==> src/rtl/fetch_pkg.sv <==
// rtl/fetch_pkg.sv - shared FSM state type, NOP encoding and PC increment helper for fetch_unit
package fetch_pkg;

    typedef enum logic [1:0] {
        FETCH  = 2'd0,
        WAIT   = 2'd1,
        HALTED = 2'd2
    } fetch_state_t;

    // ADD R0,R0,R0
    localparam logic [15:0] NOP_INSTR = 16'h0000;

    function automatic logic [15:0] pc_inc(input logic [15:0] pc);
        return pc + 16'd2;
    endfunction

endpackage

==> src/rtl/fetch_dff.sv <==
// rtl/fetch_dff.sv - generic enabled D flip-flop cell with synchronous reset value
module fetch_dff #(
    parameter int          W       = 16,
    parameter logic [W-1:0] RST_VAL = '0
) (
    input  logic         i_clk,
    input  logic         i_rst,
    input  logic         i_en,
    input  logic [W-1:0] i_d,
    output logic [W-1:0] o_q
);

    logic [W-1:0] r_q;

    always_ff @(posedge i_clk) begin
        if (i_rst) begin
            r_q <= RST_VAL;
        end else if (i_en) begin
            r_q <= i_d;
        end
    end

    assign o_q = r_q;

endmodule

==> src/rtl/fetch_pc_reg.sv <==
// rtl/fetch_pc_reg.sv - 16-bit program counter register with write enable, reset to RESET_PC
module fetch_pc_reg #(
    parameter logic [15:0] RESET_PC = 16'h0000
) (
    input  logic        i_clk,
    input  logic        i_rst,
    input  logic        i_wen,
    input  logic [15:0] i_d,
    output logic [15:0] o_pc
);

    fetch_dff #(
        .W       (16),
        .RST_VAL (RESET_PC)
    ) u_pc_dff (
        .i_clk (i_clk),
        .i_rst (i_rst),
        .i_en  (i_wen),
        .i_d   (i_d),
        .o_q   (o_pc)
    );

endmodule

==> src/rtl/fetch_unit.sv <==
// rtl/fetch_unit.sv - instruction fetch stage feeding IF_ID; optional wait counter under FETCH_PERF_CNT_EN
module fetch_unit
    import fetch_pkg::*;
#(
    parameter logic [15:0] RESET_PC = 16'h0000
) (
    input  logic        clk,
    input  logic        rst,
    input  logic        stall_in,
    input  logic        flush_in,
    input  logic        branch_taken_in,
    input  logic [15:0] branch_addr_in,
    input  logic        hlt_in,
    output logic        imem_req,
    output logic [15:0] imem_addr,
    input  logic        imem_ready,
    input  logic [15:0] imem_rdata,
    output logic [15:0] PC_current_out,
    output logic [15:0] PC_plus_2_out,
    output logic [15:0] instr_out,
    output logic        instr_valid_out,
    output logic        halted_out
`ifdef FETCH_PERF_CNT_EN
    ,
    output logic [15:0] imem_wait_cnt_out
`endif
);

    fetch_state_t r_state, w_state_nxt;

    logic [15:0] w_pc, w_pc_d;
    logic        w_pc_wen;
    logic        w_req;
    logic        w_deliver;
    logic [15:0] w_word;

    logic        r_pend_valid, w_pend_valid_nxt;
    logic [15:0] r_pend_data, w_pend_data_nxt;
    logic [15:0] r_instr, w_instr_nxt;
    logic [15:0] r_pc_cur, w_pc_cur_nxt;
    logic [15:0] r_pc_p2, w_pc_p2_nxt;
    logic        r_valid, w_valid_nxt;

    fetch_pc_reg #(
        .RESET_PC (RESET_PC)
    ) u_pc_reg (
        .i_clk (clk),
        .i_rst (rst),
        .i_wen (w_pc_wen),
        .i_d   (w_pc_d),
        .o_pc  (w_pc)
    );

    always_ff @(posedge clk) begin
        if (rst) begin
            r_state <= FETCH;
        end else begin
            r_state <= w_state_nxt;
        end
    end

    always_comb begin
        w_state_nxt      = r_state;
        w_pc_wen         = 1'b0;
        w_pc_d           = pc_inc(w_pc);
        w_req            = 1'b0;
        w_deliver        = 1'b0;
        w_word           = imem_rdata;
        w_pend_valid_nxt = r_pend_valid;
        w_pend_data_nxt  = r_pend_data;
        w_instr_nxt      = r_instr;
        w_pc_cur_nxt     = r_pc_cur;
        w_pc_p2_nxt      = r_pc_p2;
        w_valid_nxt      = r_valid;

        if (!rst && r_state != HALTED) begin
            if (branch_taken_in) begin
                w_pc_wen         = 1'b1;
                w_pc_d           = {branch_addr_in[15:1], 1'b0};
                w_pend_valid_nxt = 1'b0;
                w_instr_nxt      = NOP_INSTR;
                w_valid_nxt      = 1'b0;
                w_state_nxt      = FETCH;
            end else if (hlt_in) begin
                w_pend_valid_nxt = 1'b0;
                w_instr_nxt      = NOP_INSTR;
                w_valid_nxt      = 1'b0;
                w_state_nxt      = HALTED;
            end else if (r_state == WAIT && r_pend_valid) begin
                // Word already parked during a stall; release it once the stall drops.
                if (!stall_in) begin
                    w_deliver = 1'b1;
                    w_word    = r_pend_data;
                end
            end else begin
                // An outstanding request in WAIT stays on the bus even under stall.
                w_req = (r_state == WAIT) || !stall_in;
                if (w_req && imem_ready) begin
                    if (stall_in) begin
                        w_pend_valid_nxt = 1'b1;
                        w_pend_data_nxt  = imem_rdata;
                    end else begin
                        w_deliver = 1'b1;
                    end
                end else if (w_req) begin
                    w_instr_nxt = NOP_INSTR;
                    w_valid_nxt = 1'b0;
                    w_state_nxt = WAIT;
                end
            end

            if (w_deliver) begin
                w_pc_wen         = 1'b1;
                w_pend_valid_nxt = 1'b0;
                w_instr_nxt      = flush_in ? NOP_INSTR : w_word;
                w_valid_nxt      = !flush_in;
                w_pc_cur_nxt     = w_pc;
                w_pc_p2_nxt      = pc_inc(w_pc);
                w_state_nxt      = FETCH;
            end
        end
    end

    always_ff @(posedge clk) begin
        if (rst) begin
            r_pend_valid <= 1'b0;
            r_pend_data  <= NOP_INSTR;
            r_instr      <= NOP_INSTR;
            r_pc_cur     <= RESET_PC;
            r_pc_p2      <= pc_inc(RESET_PC);
            r_valid      <= 1'b0;
        end else begin
            r_pend_valid <= w_pend_valid_nxt;
            r_pend_data  <= w_pend_data_nxt;
            r_instr      <= w_instr_nxt;
            r_pc_cur     <= w_pc_cur_nxt;
            r_pc_p2      <= w_pc_p2_nxt;
            r_valid      <= w_valid_nxt;
        end
    end

`ifdef FETCH_PERF_CNT_EN
    logic [15:0] r_wait_cnt;

    always_ff @(posedge clk) begin
        if (rst) begin
            r_wait_cnt <= 16'h0000;
        end else if (w_req && !imem_ready && r_wait_cnt != 16'hFFFF) begin
            r_wait_cnt <= r_wait_cnt + 16'd1;
        end
    end

    assign imem_wait_cnt_out = r_wait_cnt;
`endif

    assign imem_req        = w_req;
    assign imem_addr       = w_pc;
    assign PC_current_out  = r_pc_cur;
    assign PC_plus_2_out   = r_pc_p2;
    assign instr_out       = r_instr;
    assign instr_valid_out = r_valid;
    assign halted_out      = (r_state == HALTED);

endmodule

==> config.mk <==
export PLATFORM = sky130hd
export DESIGN_NAME = fetch_unit
export DESIGN_NICKNAME = d
export VERILOG_FILES = /design/src/rtl/fetch_pkg.sv /design/src/rtl/fetch_dff.sv /design/src/rtl/fetch_pc_reg.sv /design/src/rtl/fetch_unit.sv
export SDC_FILE = /design/constraint.sdc
export NUM_CORES = 1
export LEC_CHECK = 0
export ABC_CLOCK_PERIOD_IN_PS = 1940
export BUFFER_PORTS_ARGS = -buffer_cell sky130_fd_sc_hd__buf_4
export CAP_MARGIN = 30
export CORE_ASPECT_RATIO = 1.75
export CORE_MARGIN = 1
export CORE_UTILIZATION = 52
export CTS_CLUSTER_SIZE = 12
export DETAILED_ROUTE_END_ITERATION = 6
export PLACE_DENSITY = 0.8
export SYNTH_ARGS = -nofsm -noshare
export SYNTH_HDL_FRONTEND = slang
export SYNTH_HIERARCHICAL = 1
export SYNTH_SLANG_ARGS = --single-unit
==> constraint.sdc <==
create_clock -name clk -period 1.94 [get_ports clk]
set_input_delay 0.291 -clock clk [delete_from_list [all_inputs] [get_ports clk]]
set_output_delay 0.291 -clock clk [all_outputs]
set_load 0.01 [all_outputs]
**After elaboration in Yosys (flattened, before gate mapping)**

Index checks and enable logic that the tools add are counted.

- Output and inout bits: 67
- Register bits after elaboration: 84
- Logic and storage cells: 75

- Bitwise gates (word level): 3
- Mux-type cells: 44
- Eq/ne operators: 5
- Reductions and logical operators: 14
- $add $sub $neg: 1

Operator list:

| operator | number |
|---|---|
| two-way mux 16 bit | 13 |
| two-way mux 1 bit | 25 |
| adder 16 x 2 -> 16 bit (second input constant) | 1 |
| two-way mux 2 bit | 6 |
| nonzero test 4 bit | 3 |
| inequality test 4 x 3 -> 1 bit (second input constant) | 2 |
| AND reduction 4 bit | 2 |
| AND reduction 5 bit | 1 |
| logical AND 1 bit | 3 |
| logical NOT 1 bit | 3 |
| NOT 1 bit | 3 |
| == test 2 x 1 -> 1 bit (second input constant) | 1 |
| == test 2 bit (second input constant) | 1 |
| inequality test 2 bit (second input constant) | 1 |
| AND reduction 2 bit | 1 |
| logical OR 1 bit | 1 |

**Logic depth before layout (Yosys ltp)**

- Word-level depth: 10
- Depth in mapped cells: 9
- Depth with buffers taken out: 7

**Cells and area by module**

The synthesis kept the hierarchy.

By module, submodules not included:

| module | area an instance (um^2) | cells each | sequential area each (um^2) | instances |
|---|---|---|---|---|
| fetch_unit | 3223.1 | 329 | 1341.3 | 1 |
| fetch_dff | 580.6 | 52 | 320.3 | 1 |

**Least setup slack after synthesis**

No wires, ideal clock.

- Kind: register to register
- Start point: register u_pc_reg.u_pc_dff.r_q[1] (netlist: u_pc_reg/u_pc_dff/o_q[1])
- End point: register u_pc_reg.u_pc_dff.r_q[7] (netlist: u_pc_reg/u_pc_dff/o_q[7])
- Setup slack: 91 ps
- Arrival: 1731 ps
- Setup time: 117 ps
- Stages on the path, launching flop included: 8
- Clock period less this slack: 1849 ps
- Path through: dfxtp_1 -> ha_1 -> nand4_1 -> or2_2 -> xnor2_1 -> mux2_2 -> mux2i_1 -> nor2_1

- Longest elaborated chain between the ends: 3

RTL lines:

| item | RTL line | source |
|---|---|---|
| from (decl) | fetch_dff.sv:13 | `logic [W-1:0] r_q;` |
| from (signal assigned) | fetch_dff.sv:19 | `r_q <= i_d;` |
| adder 16 x 2 -> 16 bit (*) | fetch_pkg.sv:14 | `return pc + 16'd2;` |
| two-way mux 16 bit | fetch_unit.sv:77 | `if (branch_taken_in) begin` |
| two-way mux 16 bit (*) | fetch_unit.sv:76 | `if (!rst && r_state != HALTED) begin` |
| via w_pc_d[7] | fetch_unit.sv:31 | `logic [15:0] w_pc, w_pc_d;` |

Mark *: on every way through the listed nets, which the timed path passes. The rest lies on a longest branch.
A chain may end at the register's enable or synchronous reset.

**Final worst setup path**

- Start point: register u_pc_reg.u_pc_dff.r_q[1] (netlist: u_pc_reg/u_pc_dff/o_q[1])
- End point: register u_pc_reg.u_pc_dff.r_q[11] (netlist: u_pc_reg/u_pc_dff/o_q[11])

The elaborated chain is that of the path after synthesis.

==> results.sh <==
export IMPL_postCtsHoldBufs=0
export IMPL_status="finished, final reports clean"
export IMPL_worstSetupStartpoint="u_pc_reg/u_pc_dff/o_q[1]$_SDFFE_PP0P_"
export IMPL_clock_sinks=83
export IMPL_arrival_ns=2.06
export IMPL_met2_usage_pct=47.14
export IMPL_cellLeakagePower_nw=2.267
export IMPL_synth_seq_cells=83
export IMPL_place_congestion=0.8087
export IMPL_final_common_cell="buf_4"
export IMPL_cts_inserted_buffers=9
export IMPL_grt_busiest_layer="met2"
export IMPL_cts_root_buf="clkbuf_16"
export IMPL_vias_per_cell=5.471
export IMPL_drv_slew=0
export IMPL_io_buffers=104
export IMPL_grt_max_degree=40
export IMPL_synth_top_family_by_area="multiplexers"
export IMPL_synth_xor_area_share_pct=2.993
export IMPL_cp_required_ns=2.14
export IMPL_syn_to_final_growth_pct=33.52
export IMPL_hold_ws_ns=0.2016
export IMPL_finalPower_mw=3.755
export IMPL_yosys_area_share_adder_pct=0.3289
export IMPL_synth_cell_type_count=51
export IMPL_row_count=40
export IMPL_seq_area_frac_synth_pct=43.68
export IMPL_synth_area_per_cell_um2=9.983
export IMPL_hold_viol_final=0
export IMPL_worst_pin_slew_ns=0.4271
export IMPL_reg2reg_depth=8
export IMPL_dp_cells=569
export IMPL_synth_main_ff_cell="dfxtp_1"
export IMPL_worstReg2RegEnd="u_pc_reg/u_pc_dff/o_q[11]$_SDFFE_PP0P_"
export IMPL_multi_input_area_um2=1947
export IMPL_ant_nets=0
export IMPL_diodes=0
export IMPL_clkSlewWorstSetupHoldPaths_ns=0.06
export IMPL_dieArea_um2=7674
export IMPL_clockBufferDepth=2
export IMPL_core_um2=6957
export IMPL_min_from="imem_rdata[7]"
export IMPL_fmax_mhz=537.7
export IMPL_ios=106
export IMPL_dp_hpwl_um=6628
export IMPL_netlist_instances=381
export IMPL_clk_latency_ns=0.34
export IMPL_grtUsageMet1_pct=24.66
export IMPL_grt_pass1_vias=3304
export IMPL_regToRegSetupSlack_ns=0.08
export IMPL_dieWidth_um=66.65
export IMPL_wire_per_inst_um=15.61
export IMPL_yosysWarnings=6
export IMPL_drt_iter0_markers=218
export IMPL_endpoint_kind="register"
export IMPL_worst_path_max_fanout=3
export IMPL_grtUsageTotal_pct=25.48
export IMPL_timing_rr_start="u_pc_reg/u_pc_dff/o_q[1]$_SDFFE_PP0P_"
export IMPL_nFillCells=520
export IMPL_routed_wl_um=9179
export IMPL_synthMuxAreaShare_pct=16.18
export IMPL_final_cell_mix="130 x buf_4, 82 x dfxtp_1, 48 x mux2i_1"
export IMPL_layout_drive_gt1_share_pct=39.09
export IMPL_ctsHtreeMaxLevel=3
export IMPL_nets=539
export IMPL_drc=0
export IMPL_tns_ns=0
export IMPL_slew_headroom_pct=71.52
export IMPL_async_flop_share_pct=0
export IMPL_period_needed_ns=1.860
export IMPL_yosys_area_share_simple_pct=15.30
export IMPL_post_route_period_util_pct=95.87
export IMPL_cts_tree="built"
export IMPL_setup_viol=0
export IMPL_skew_ns=0.009891
export IMPL_min_to="r_pend_data[7]$_SDFFE_PP0P_"
export IMPL_grtUsageMet3_pct=6.250
export IMPL_synth_compound_area_share_pct=15.30
export IMPL_dr_pass1_iters=4
export IMPL_netlist_area_um2=3804
export IMPL_synth_nets=421
export IMPL_num_vias=3217
export IMPL_grt_setup_unrepaired="true"
export IMPL_antenna_found_initial=0
export IMPL_initial_core_util_pct=54.68
export IMPL_maxCapViolations=0
export IMPL_grt_overflow=0
export IMPL_instances_no_fill=588
export IMPL_hp_class="input pin to register"
export IMPL_utilization_pct=73.00
export IMPL_synth_edff_count=0
export IMPL_register_area_um2=1665
export IMPL_die_h_um=115.1
export IMPL_hold_depth=3
export IMPL_crit_type="register to register"
export IMPL_grt_pass1_wl_um=14920
export IMPL_critPathLaunchType="register"
export IMPL_irDropWorstVdd_mv=0.5897
export IMPL_power_density_nw_per_um2=739.4
==> state kept, by name, summed over array words and instances (netlist names) <==
signal                 cells
r_pend_valid               1
PC_plus_2_out             15
instr_out                 16
instr_valid_out            1
r_pend_data               16
u_pc_reg/u_pc_dff/o_q     16
PC_current_out            16
r_state                    2
==> stage by stage <==
stage | setup slack (ns) | instance area [um^2]
after global placement | 0.1674 | 4733
after global routing | -0.02776 | 5079
after CTS | 0.07525 | 5030
after detailed placement | 0.1149 | 4733
after floorplan | 0.09148 | 3804
final | 0.08018 | 5079
==> cell families after synthesis <==
group                    after synthesis
XOR/XNOR                              13
AO/OA/AOI/OAI                         71
adder cells (fa/ha/maj)                1
buffers and inverters                 34
flip-flops                            83
multiplexers                          60
AND/OR/NAND/NOR                      119
==> worst max path at each step <==
stage	cells after the start	slack (ns)	endpoint
3_3_place_gp	8	0.17	u_pc_reg/u_pc_dff/o_q[13]$_SDFFE_PP0P_
4_1_cts	8	0.08	u_pc_reg/u_pc_dff/o_q[11]$_SDFFE_PP0P_
3_5_place_dp	8	0.11	u_pc_reg/u_pc_dff/o_q[13]$_SDFFE_PP0P_
5_1_grt	8	-0.03	u_pc_reg/u_pc_dff/o_q[13]$_SDFFE_PP0P_
6_report	8	0.08	u_pc_reg/u_pc_dff/o_q[11]$_SDFFE_PP0P_
2_1_floorplan	7	0.09	u_pc_reg/u_pc_dff/o_q[7]$_SDFFE_PP0P_
==> critical path, stage by stage, from the launching register on <==
cell,delay [ns]
dfxtp_1,0.35
ha_2,0.20
nand4_1,0.23
buf_4,0.24
nor3_2,0.13
xor2_1,0.11
mux2_2,0.27
mux2i_1,0.14
nor2_1,0.06
==> layout make-up <==
cell class	count	area share, %
multi-input combinational	264	38.33
sequential	83	32.79
timing repair buffer	133	20.40
clock buffer	11	4.780
tap	84	2.069
clock inverter	5	1.035
inverter	8	0.5913
==> what timing repair did <==
action	in CTS	in global routing
buffers inserted	0	3
gates resized for setup	1	6
setup endpoints to repair	1	5
pin swaps	0	3
==> cell usage after synthesis, types with 6 or more instances <==
cell / count / area (um^2)
inv_1: 8 / 30.03
buf_2: 7 / 35.03
mux2_2: 12 / 135.1
mux2i_1: 48 / 480.5
o2bb2ai_1: 6 / 52.55
xor2_1: 10 / 87.58
nand2_1: 39 / 146.4
o2bb2ai_2: 10 / 150.1
o21ba_2: 7 / 70.07
dfxtp_1: 83 / 1662
a21oi_1: 22 / 110.1
buf_6: 7 / 78.83
nor2_1: 44 / 165.2
==> routing by layer <==
layer  vias up  wire length, um
met5         -                0
met4         0              264
met3        20              465
met2        97             4933
met1      1536             3516
li1       1564                -
==> where the power goes <==
group | internal (mW) | switching (mW)
Sequential | 1.72 | 0.0164
Clock | 1.02 | 0.659
Combinational | 0.166 | 0.166
Total | 2.91 | 0.841
No activity file was read; power rests on OpenSTA's default activity.
